$ cat src/rtl/eth_header_parser.sv
// eth_header_parser: registered Ethernet II / 802.3 header field extractor.
// Captures an 18-byte header snapshot and latches MACs, type and VLAN info.
module eth_header_parser #(
  parameter logic [15:0] TPID_VLAN         = 16'h8100,
  parameter logic [15:0] TPID_QINQ         = 16'h88A8,
  parameter logic [15:0] LEN_TYPE_BOUNDARY = 16'h0600
) (
  input  logic        clk,
  input  logic        rst,
  input  logic [7:0]  header_bytes [0:17],
  input  logic        header_valid,
  output logic [47:0] dest_mac,
  output logic [47:0] src_mac,
  output logic [15:0] ethertype_raw,
  output logic        fields_valid,
  output logic        vlan_present,
  output logic [15:0] vlan_tci,
  output logic [15:0] ethertype,
  output logic        is_length,
  output logic [4:0]  hdr_len,
  output logic        parse_done
);

  logic [47:0] nx_dest;
  logic [47:0] nx_src;
  logic [15:0] nx_raw;
  logic        nx_vlan;
  logic [15:0] nx_tci;
  logic [15:0] nx_type;
  logic        nx_is_len;
  logic [4:0]  nx_hdr_len;

  // Decode every field from the current snapshot so one capture stays coherent.
  always_comb begin
    nx_dest    = '0;
    nx_src     = '0;
    nx_raw     = '0;
    nx_vlan    = 1'b0;
    nx_tci     = '0;
    nx_type    = '0;
    nx_is_len  = 1'b0;
    nx_hdr_len = 5'd14;

    nx_dest = {header_bytes[0], header_bytes[1],
               header_bytes[2], header_bytes[3],
               header_bytes[4], header_bytes[5]};
    nx_src  = {header_bytes[6],  header_bytes[7],
               header_bytes[8],  header_bytes[9],
               header_bytes[10], header_bytes[11]};
    nx_raw  = {header_bytes[12], header_bytes[13]};

    nx_vlan = (nx_raw == TPID_VLAN) ||
              (nx_raw == TPID_QINQ);

    // Only one tag level: an inner TPID is passed through untouched.
    if (nx_vlan) begin
      nx_tci     = {header_bytes[14], header_bytes[15]};
      nx_type    = {header_bytes[16], header_bytes[17]};
      nx_hdr_len = 5'd18;
    end else begin
      nx_tci     = '0;
      nx_type    = nx_raw;
      nx_hdr_len = 5'd14;
    end

    nx_is_len = (nx_type < LEN_TYPE_BOUNDARY);
  end

  // Field registers: reset clears, a valid strobe loads, otherwise hold.
  always_ff @(posedge clk) begin
    if (rst) begin
      dest_mac      <= '0;
      src_mac       <= '0;
      ethertype_raw <= '0;
      vlan_present  <= 1'b0;
      vlan_tci      <= '0;
      ethertype     <= '0;
      is_length     <= 1'b0;
      hdr_len       <= '0;
    end else if (header_valid) begin
      dest_mac      <= nx_dest;
      src_mac       <= nx_src;
      ethertype_raw <= nx_raw;
      vlan_present  <= nx_vlan;
      vlan_tci      <= nx_tci;
      ethertype     <= nx_type;
      is_length     <= nx_is_len;
      hdr_len       <= nx_hdr_len;
    end
  end

  // Status flags: sticky capture indicator and per-capture done pulse.
  always_ff @(posedge clk) begin
    if (rst) begin
      fields_valid <= 1'b0;
      parse_done   <= 1'b0;
    end else begin
      fields_valid <= fields_valid | header_valid;
      parse_done   <= header_valid;
    end
  end

endmodule

$ cat config.mk
export PLATFORM = sky130hd
export DESIGN_NAME = eth_header_parser
export DESIGN_NICKNAME = d
export VERILOG_FILES = /design/src/rtl/eth_header_parser.sv
export SDC_FILE = /design/constraint.sdc
export NUM_CORES = 1
export LEC_CHECK = 0
export CORE_ASPECT_RATIO = 2
export CORE_MARGIN = 2
export CORE_UTILIZATION = 40
export CTS_BUF_LIST = sky130_fd_sc_hd__clkbuf_2
export DETAILED_ROUTE_END_ITERATION = 6
export PLACE_DENSITY = 0.82
export SYNTH_ARGS = -nofsm -noshare
export SYNTH_HDL_FRONTEND = slang
export SYNTH_SLANG_ARGS = --single-unit
$ cat constraint.sdc
create_clock -name clk -period 2.5 [get_ports clk]
set_input_delay 0.375 -clock clk [delete_from_list [all_inputs] [get_ports clk]]
set_output_delay 0.375 -clock clk [all_outputs]
set_load 0.02 [all_outputs]
# Yosys cells after proc, flatten, opt, wreduce, memory -nomap -nowiden
# Cells that the tools add are included.
[word_totals]
input_bits = 147
out_inout_bits = 153
ff_bits = 153
[classes]
n_eq_ne = 2
n_mux = 3
n_reduce_logical = 1
order_cmp = 1
bitwise_logic = 1
[op_table]
columns = ["cell", "n"]
rows = [
  ["== test 16 bit, second input constant", 2],
  ["2-to-1 mux 16 bit", 2],
  ["< comparator 16 x 11 -> 1 bit, second input constant", 1],
  ["2-to-1 mux 5 bit", 1],
  ["logical OR 1 bit", 1],
  ["bitwise OR 1 bit", 1],
]

# Logic depth before layout (Yosys ltp)
# Gate-level depths: netlist (run 1).
[depth]
word_depth = 4
depth_mapped = 5
mapped_depth_nobuf = 4

# Least setup slack after synthesis (run 1)
# OpenSTA, ideal clock, no wires.
[synth_path]
path_kind = "in2reg"
startpoint = "input header_bytes[32] in the netlist's numbering"
endpoint = "register ethertype[11]"
n_path_buf = 0
required_time_ns = 2.358
arrival_time_ns = 1.727
path_stages = 4
setup_slack_ns = 0.631
path_cell_list = "or4_4 -> or4_1 -> o21ai_1 -> a311oi_1"
[synth_via]
elab_chain_len = 3
[synth_rtl]
columns = ["item", "line_no", "rtl"]
rows = [
  ["start, declared", "10", "input logic [7:0] header_bytes [0:17],"],
  ["== test 16 bit, on equally long branches", "52, 53", ""],
  ["logical OR 1 bit *", "52", "nx_vlan = (nx_raw == TPID_VLAN) ||"],
  ["2-to-1 mux 16 bit *", "56", "if (nx_vlan) begin"],
  ["end signal, assigned", "86", "ethertype <= nx_type;"],
  ["end, declared", "18", "output logic [15:0] ethertype,"],
]
# Mark *: on every way between the ends. The rest lies on a longest branch, timed or not.
# A chain may end at the register's enable or synchronous reset.

# Worst setup path in the final report (run 1)
[layout_path]
startpoint = "register src_mac[39]"
endpoint = "output src_mac[39]"
[layout_lines]
columns = ["item", "line_no", "rtl"]
rows = [
  ["start, declared", "13", "output logic [47:0] src_mac,"],
  ["start signal, assigned", "82", "src_mac <= nx_src;"],
]
# No word-level cell between the ends.

==> flow_summary.toml, run 1 <==
[floorplan]
io_pins = 300
die-area_sq_um = 15000
design.core.area_sq_um = 13800
initial_utilization_pct = 40.4
die_w_um = 87.6
die_h_um = 171
rows = 61

[worst_hold_path]
worstHoldStart = "rst"
worst_min_path_class = "input pin to flop"

[timing]
fmax_ghz = 0.476
timing_worst_slew_pin_value_ns = 0.544
finalHoldViolCount = 0
fin_crit_sh_pct = 84.0
layout_min_cycle_time_ns = 2.10
final_critical_path_setup_slack_ns = 0.400
worst_case_clock_skew_ns = 0
grt_setup_unrepaired = "no"
drv_slew = 0
worst_slew_margin_rel_pct = 63.8
setup_viol = 0
setup-tns-final_ns = 0

[clock_tree]
tritoncts.num_buffers = 17
clock_tree.root_cell = "sky130_fd_sc_hd__clkbuf_2"
htree_num_levels = 4
post_cts_resize_count = 0
cts.path.max_buffers = 2
cts.sinks = 150
tritoncts_clock_tree = "yes"
clk_latency_ns = 0.66
clk_transition_reported_paths_ns = 0.25

[global_routing]
grt_first_pass_wirelength_mm = 26.5
first_global_vias = 5313
grt_max_degree = 69
grt_remaining_overflow = 0
grt_use_total_pct = 22.9
number_of_antenna_violations_at_the_first_check_in_global_routing = 1

[worst_setup_path]
cp.arrival_ns = 1.72
kind_of_critical_path = "flop to output pin"
critical_path_cell_with_the_highest_stage_delay = "sky130_fd_sc_hd__clkdlybuf4s50_1"
worstReg2RegStart = "is_length"
timing.critical_path.buf_inv = 1
timing.critical_path.required_ns = 2.12
start_kind = "flop"
worst_path_largest_cell_delay_ns = 0.64
critical_path.startpoint = "src_mac[39]"
worstPathMaxFanout = 2
end_kind = "output pin"
worst_path_dominant_cell_family = "buffers and inverters"
critical_path.cell_chain = "clkdlybuf4s50_1"

[final_layout]
fill_cells = 1099
multi_input_area_sq_um = 2360
final_core_util_pct = 65.2
final_design_area_no_fill_sq_um = 9000
finish.net_count = 990
regArea_sq_um = 3000
area_growth_pct = 61.2
layout-drive-gt1-share_pct = 6.33

[synth]
mappedNetlistNets = 706
synth_cell_types = 36
synthCells = 559
ys_seq_area_share_pct = 53.8
synth_largest_type_area_fraction_pct = 53.8
syn_avg_cell_area_sq_um = 9.99
synth_edf_count = 0
netlist_area_sq_um = 5590
yosys.area.top_type = "sky130_fd_sc_hd__dfxtp_1"
synth_flop_cell = "sky130_fd_sc_hd__dfxtp_1"
synth.ff_latch_count = 150
leading_cell_types_by_total_area_after_synthesis = "sky130_fd_sc_hd__dfxtp_1, sky130_fd_sc_hd__mux2i_1, sky130_fd_sc_hd__nor2_1"
ys_async_sr_fraction_pct = 0
synth-warning-count = 0

[routing]
route.detailed.vias_per_inst = 5.01
drt_pass_1_iters = 5
dr.first_iter.drc_count = 205
route.antenna.remaining_nets = 0
routed-via-count = 5224
drc = 0
wl_per_cell_um = 17.0
postRouteWirelength_mm = 17.7

[power]
power.density_nw_per_um2 = 571
power.leakage_nw = 3.61
peak_vdd_ir_uv = 435

[placement]
detailed_place_hpwl_mm = 13.1
post_dp_cell_area_sq_um = 8730
place_worst_setup_slack_ns = 0.00615
io_buffers = 298
gp_routability_congestion = 0.863

[run_status]
outcome = "complete, no violations"

[run]
max_cap_viol_count = 0
cell usage after synthesis (all sizes together) (3+ instances only):
library cell / count
dfxtp: 150
nor2: 138
mux2i: 112
clkbuf: 24
buf: 21
nand4: 21
a21oi: 20
nand2: 20
a311oi: 15
nor3: 9
o21ai: 6
nand4b: 3
area by class of cell:
type / instances / area share, %
Sequential cell: 150 / 33.4
Antenna cell: 1 / 0.0278
Clock buffer: 17 / 0.945
Clock inverter: 12 / 2.00
Inverter: 2 / 0.0834
Tap cell: 189 / 2.63
Multi-Input combinational cell: 362 / 26.3
Timing Repair Buffer: 310 / 34.7
per-stage QoR:
step,std cells,power [W],hold slack (ns)
2_1_floorplan,559,0.00308,0.522
3_3_place_gp,1012,0.00364,0.446
3_5_place_dp,1012,0.00366,0.452
4_1_cts,1042,0.00520,0.0350
5_1_grt,1043,0.00537,0.0648
6_report,1043,0.00514,0.142
logic make-up after synthesis:
| logic type | after synthesis | share of synthesized area, % |
|---|---|---|
| buffers and inverters | 47 | 3.92 |
| other | 1 | 0.0671 |
| DFF | 150 | 53.8 |
| and+or+nand+nor | 201 | 16.2 |
| muxes | 113 | 20.5 |
| AOI/OAI and AO/OA | 47 | 5.58 |
state kept, by name, indices dropped and copies added, names as in the netlist, 3 cells and up:
signal and cells:
ethertype 16, dest_mac 48, ethertype_raw 16, src_mac 48
hdr_len 3, vlan_tci 16
routing by layer:
layer  global-route usage [%]  vias to the layer above  part of all wire, %
met5                        0                        -                    0
met4                     11.6                        0                  3.9
met3                     6.80                       44                  6.1
met2                     41.1                      226                   54
met1                     23.4                     2456                   36
li1                         -                     2498                    -
final timing paths:
| check | end | slack [ns] | cells after the start |
|---|---|---|---|
| worst max-delay path | src_mac[39] | 0.40 | 1 |
| worst min register to register | vlan_tci[8] | 0.47 | 2 |
| worst max register to register | is_length | 1.34 | 4 |
| worst min-delay path | vlan_tci[3] | 0.14 | 2 |
cell usage in the layout, fill, tap and decap left out, drive strengths merged, types with 2 or more instances in the layout:
cell type        n
inv              3
or4              2
o21ai            6
a311oi          15
or2              2
clkbuf          17
a21oi           20
dfxtp          150
clkdlybuf4s50  296
buf             13
nor2           138
clkinvlp         2
clkinv           5
mux2i          112
nand4           21
nand2           20
bufinv           4
nor3             9
nand4b           3
power by group:
group	internal [W]	total (W)	switching, W
combinational	0.000550	0.00102	0.000473
sequential	0.00252	0.00259	0.0000688
clock	0.000644	0.00153	0.000883
what timing repair did:
item	CTS	global route
setup buffers	0	0
hold endpoints to repair	3	0
hold buffers	1	0
No activity file was read; power rests on OpenSTA's default activity.
==> inputs of run 2 (changes only) <==
Clock period 2.5 ns to 2 ns, I/O delays scaled along.
==> flow_summary.toml, run 2 (same netlist as run 1, synthesis figures left out) <==
[final_layout]
commonest_cells_after_routing_fill_and_taps_aside = "sky130_fd_sc_hd__dfxtp_1, sky130_fd_sc_hd__dlygate4sd2_1, sky130_fd_sc_hd__clkdlybuf4s50_1"
regArea_sq_um = 3000
biggestRegsByFlops = "dest_mac x48, src_mac x48"
area_growth_pct = 62.2
fill_cells = 1159
final_design_area_no_fill_sq_um = 9060
layout-drive-gt1-share_pct = 8.98
finish.net_count = 1016
multi_input_area_sq_um = 2360

[worst_setup_path]
worstPathMaxFanout = 5
start_kind = "input pin"
cp.arrival_ns = 2.31
end_kind = "flop"
kind_of_critical_path = "input pin to flop"
timing.critical_path.required_ns = 2.56

[timing]
timing_worst_slew_pin_value_ns = 0.626
finalHoldViolCount = 0
worst_case_clock_skew_ns = 0
drv_slew = 0
fmax_ghz = 0.571
grt_setup_unrepaired = "no"
setup_viol = 0
worst_slew_margin_rel_pct = 58.3
layout_min_cycle_time_ns = 1.75
fin_crit_sh_pct = 87.6
holdWs_ns = 0.175
setup-tns-final_ns = 0

[routing]
route.detailed.vias_per_inst = 5.00
dr.first_iter.drc_count = 274
drc = 0
route.antenna.remaining_nets = 0
routed-via-count = 5352
wl_per_cell_um = 17.0
drt_pass_1_iters = 4
postRouteWirelength_mm = 18.2

[run_status]
outcome = "complete, no violations"

[global_routing]
grt_first_pass_wirelength_mm = 27.1
first_global_vias = 5373
grt_max_degree = 63
number_of_antenna_violations_at_the_first_check_in_global_routing = 1
grt_remaining_overflow = 0
grt_use_total_pct = 23.4

[clock_tree]
cts.path.max_buffers = 2
clock_tree.root_cell = "sky130_fd_sc_hd__clkbuf_2"
tritoncts.num_buffers = 17
post_cts.repair.setup_buffers = 0
htree_num_levels = 4
clk_latency_ns = 0.64
tritoncts_clock_tree = "yes"
cts.sinks = 150
clk_transition_reported_paths_ns = 0.24

[floorplan]
io_pins = 300
design.core.area_sq_um = 13800
die_h_um = 171
die_w_um = 87.6
rows = 61
die-area_sq_um = 15000
initial_utilization_pct = 40.4

[placement]
io_buffers = 298
post_dp_cell_area_sq_um = 8940
gp_routability_congestion = 0.891
detailed_place_hpwl_mm = 13.9

[power]
total_power_w = 0.00635
power.leakage_nw = 4.35
peak_vdd_ir_uv = 537
power.density_nw_per_um2 = 700

[run]
max_cap_viol_count = 0

[worst_hold_path]
worst_min_path_class = "input pin to flop"
-- run 2: worst max-delay path: stages --
cell                              delay (ns)
sky130_fd_sc_hd__clkdlybuf4s50_1        0.42
sky130_fd_sc_hd__or4_4                  0.58
sky130_fd_sc_hd__nor3_1                 0.33
sky130_fd_sc_hd__buf_4                  0.21
sky130_fd_sc_hd__nand4_1                0.10
sky130_fd_sc_hd__a311oi_1               0.35
-- run 2: power by group --
group	leakage (nW)	internal [W]	switching, W
clock network	0.156	0.000817	0.00108
registers	1.24	0.00316	0.0000797
logic	2.96	0.000609	0.000602
-- run 2: path summary, 6_finish.rpt --
check	to	slack, ns	depth (start not counted)	start
max	ethertype[5]	0.25	6	header_bytes[32]
min reg2reg	vlan_tci[9]	0.48	2	vlan_tci[9]
min	vlan_tci[10]	0.17	3	header_bytes[26]
max reg2reg	is_length	0.74	4	is_length
-- run 2: what timing repair did --
action / 4_1_cts / 5_1_grt
hold buffers: 3 / 0
resized for setup: 150 / 2
setup endpoints to repair: 150 / 2
endpoints found under the hold margin: 21 / 0
-- run 2: layout make-up --
type | count | share of cell area, %
Antenna cell | 1 | 0.0276
Clock buffer | 18 | 0.994
Clock inverter | 12 | 1.99
Inverter | 2 | 0.0828
Multi-Input combinational cell | 362 | 26.1
Sequential cell | 150 | 33.1
Tap cell | 189 | 2.61
Timing Repair Buffer | 336 | 35.1
-- run 2: metrics by stage --
stage | util, % | setup slack (ns) | cells
2_1_floorplan | - | 0.206 | 559
3_5_place_dp | 64.7 | -0.340 | 1036
3_3_place_gp | 64.7 | -0.313 | 1036
5_1_grt | 65.6 | 0.111 | 1070
4_1_cts | 65.6 | 0.00568 | 1069
6_report | 65.6 | 0.248 | 1070
-- run 2: routing by layer --
metal	wire, um	vias up	part of all wire, %	global-route usage (%)
met3	1190	62	6.5	6.99
met2	9860	239	54	42.0
li1	-	2556	-	-
met5	0	-	0	0
met4	873	0	4.8	13.4
met1	6240	2495	34	23.0
==> inputs of run 3 (changes only) <==
Settings changed: PLACE_DENSITY 0.82 to 0.87.
==> flow_summary.toml, run 3 (same netlist as run 1, synthesis figures left out) <==
[worst_setup_path]
critical_path_cell_with_the_highest_stage_delay = "sky130_fd_sc_hd__dfxtp_1"
worst_path_dominant_cell_family = "flip-flops"
start_kind = "flop"
worst_path_largest_cell_delay_ns = 0.42
end_kind = "output pin"
timing.critical_path.buf_inv = 1
kind_of_critical_path = "flop to output pin"
r2r_slack_ns = 0.87
worst_r2r_endpoint = "is_length"
worstPathMaxFanout = 2
ff2ff_path_depth = 4
cp.arrival_ns = 1.44
critical_path.cell_chain = "dlygate4sd2_1"
worst-path-stages = 1
worstReg2RegStart = "is_length"
timing.critical_path.required_ns = 1.70

[placement]
gp_routability_congestion = 0.799
detailed_place_hpwl_mm = 13.2
place_worst_setup_slack_ns = -0.375
post_dp_cell_area_sq_um = 8950
io_buffers = 298

[floorplan]
die_w_um = 87.6
design.core.area_sq_um = 13800
initial_utilization_pct = 40.4
die_h_um = 171
die-area_sq_um = 15000
io_pins = 300
rows = 61

[timing]
worst_slew_margin_rel_pct = 59.6
grt_setup_unrepaired = "no"
setup_viol = 0
fmax_ghz = 0.576
final_critical_path_setup_slack_ns = 0.264
layout_min_cycle_time_ns = 1.74
finalHoldViolCount = 0
drv_slew = 0
timing_worst_slew_pin_value_ns = 0.590
worst_case_clock_skew_ns = 0
fin_crit_sh_pct = 86.8

[worst_hold_path]
hold_path_end = "dest_mac[28]"
worstHoldStart = "rst"
min_path_cells = 2
worst_min_path_class = "input pin to flop"

[global_routing]
grt_max_degree = 65
grt_first_pass_wirelength_mm = 25.8
globalRouteMet3Util_pct = 6.85
grt_use_total_pct = 22.4
grt_remaining_overflow = 0
grt.met2_usage_pct = 39.8
first_global_vias = 5065
number_of_antenna_violations_at_the_first_check_in_global_routing = 1
grt-busiest-layer = "met2"
grt_util_met1_pct = 23.4

[final_layout]
layout_commonest_cell = "sky130_fd_sc_hd__dlygate4sd2_1"
biggestRegsByFlops = "dest_mac x48, src_mac x48"
commonest_cells_after_routing_fill_and_taps_aside = "sky130_fd_sc_hd__dlygate4sd2_1, sky130_fd_sc_hd__dfxtp_1, sky130_fd_sc_hd__clkdlybuf4s50_1"
layout-drive-gt1-share_pct = 8.98
finish.net_count = 1015
fill_cells = 1150
regArea_sq_um = 3000
final_design_area_no_fill_sq_um = 9010
area_growth_pct = 61.3
multi_input_area_sq_um = 2360

[clock_tree]
cts.sinks = 150
clk_latency_ns = 0.67
htree_num_levels = 4
tritoncts.num_buffers = 17
cts.path.max_buffers = 2
clk_transition_reported_paths_ns = 0.24
clock_tree.root_cell = "sky130_fd_sc_hd__clkbuf_2"
tritoncts_clock_tree = "yes"

[routing]
postRouteWirelength_mm = 17.4
routed-via-count = 5271
route.antenna.remaining_nets = 0
drt_pass_1_iters = 6
dr.first_iter.drc_count = 147
drc = 0
route.detailed.vias_per_inst = 4.93
wl_per_cell_um = 16.3

[power]
power.density_nw_per_um2 = 683
peak_vdd_ir_uv = 626
power.leakage_nw = 4.29

[run]
max_cap_viol_count = 0

[run_status]
outcome = "complete, no violations"
==> run 3: cell types whose count changed in the layout (fill, tap and decap cells not counted), sizes merged, moves of 2 or more <==
cell,change
inv,+2
dlygate4sd2,+2
dlymetal6s2s,-2
dlygate4sd3,-2
bufinv,-2
==> run 3: what timing repair did <==
item / in CTS / in global routing
hold buffers: 1 / 0
endpoints found under the setup margin: 152 / 0
hold endpoints to repair: 5 / 0
setup buffers: 0 / 0
gates resized for setup: 152 / 0
==> run 3: stage by stage <==
stage / utilization, % / setup TNS (ns) / hold slack (ns) / total power, W / instances
2_1_floorplan: - / 0 / 0.447 / 0.00385 / 559
3_3_place_gp: 64.8 / -6.93 / 0.445 / 0.00459 / 1037
3_5_place_dp: 64.8 / -8.60 / 0.452 / 0.00461 / 1037
4_1_cts: 65.2 / 0 / 0.00686 / 0.00623 / 1069
5_1_grt: 65.2 / 0 / 0.0169 / 0.00643 / 1070
6_report: 65.2 / 0 / 0.0896 / 0.00615 / 1070
==> run 3: routing by layer <==
| layer | share of wire [%] | wire length, um |
|---|---|---|
| met5 | 0 | 0 |
| met1 | 36 | 6290 |
| met3 | 6.5 | 1120 |
| met4 | 3.6 | 623 |
| met2 | 54 | 9360 |
==> run 3: layout make-up <==
type                       count  area share (%)
timing repair buffer         335            35.1
sequential                   150            33.3
multi-input combinational    362            26.2
tap                          189            2.62
clock inverter                14            1.68
clock buffer                  17           0.944
inverter                       2          0.0833
antenna                        1          0.0278
==> run 3: how the worst max path moves through the flow <==
stage,start,slack (ns),end
after floorplan,header_bytes[32],0.21,ethertype[11]
after global placement,header_bytes[32],-0.32,ethertype[11]
after detailed placement,header_bytes[32],-0.37,ethertype[7]
after CTS,src_mac[39],0.17,src_mac[39]
after global routing,ethertype_raw[7],0.12,ethertype_raw[7]
final,ethertype[15],0.26,ethertype[15]
==> run 3: power breakdown <==
group	switching, W	leakage, nW	internal [W]	total [W]
Sequential	0.0000770	1.24	0.00316	0.00323
Combinational	0.000595	2.92	0.000607	0.00120
Clock	0.00114	0.133	0.000575	0.00172
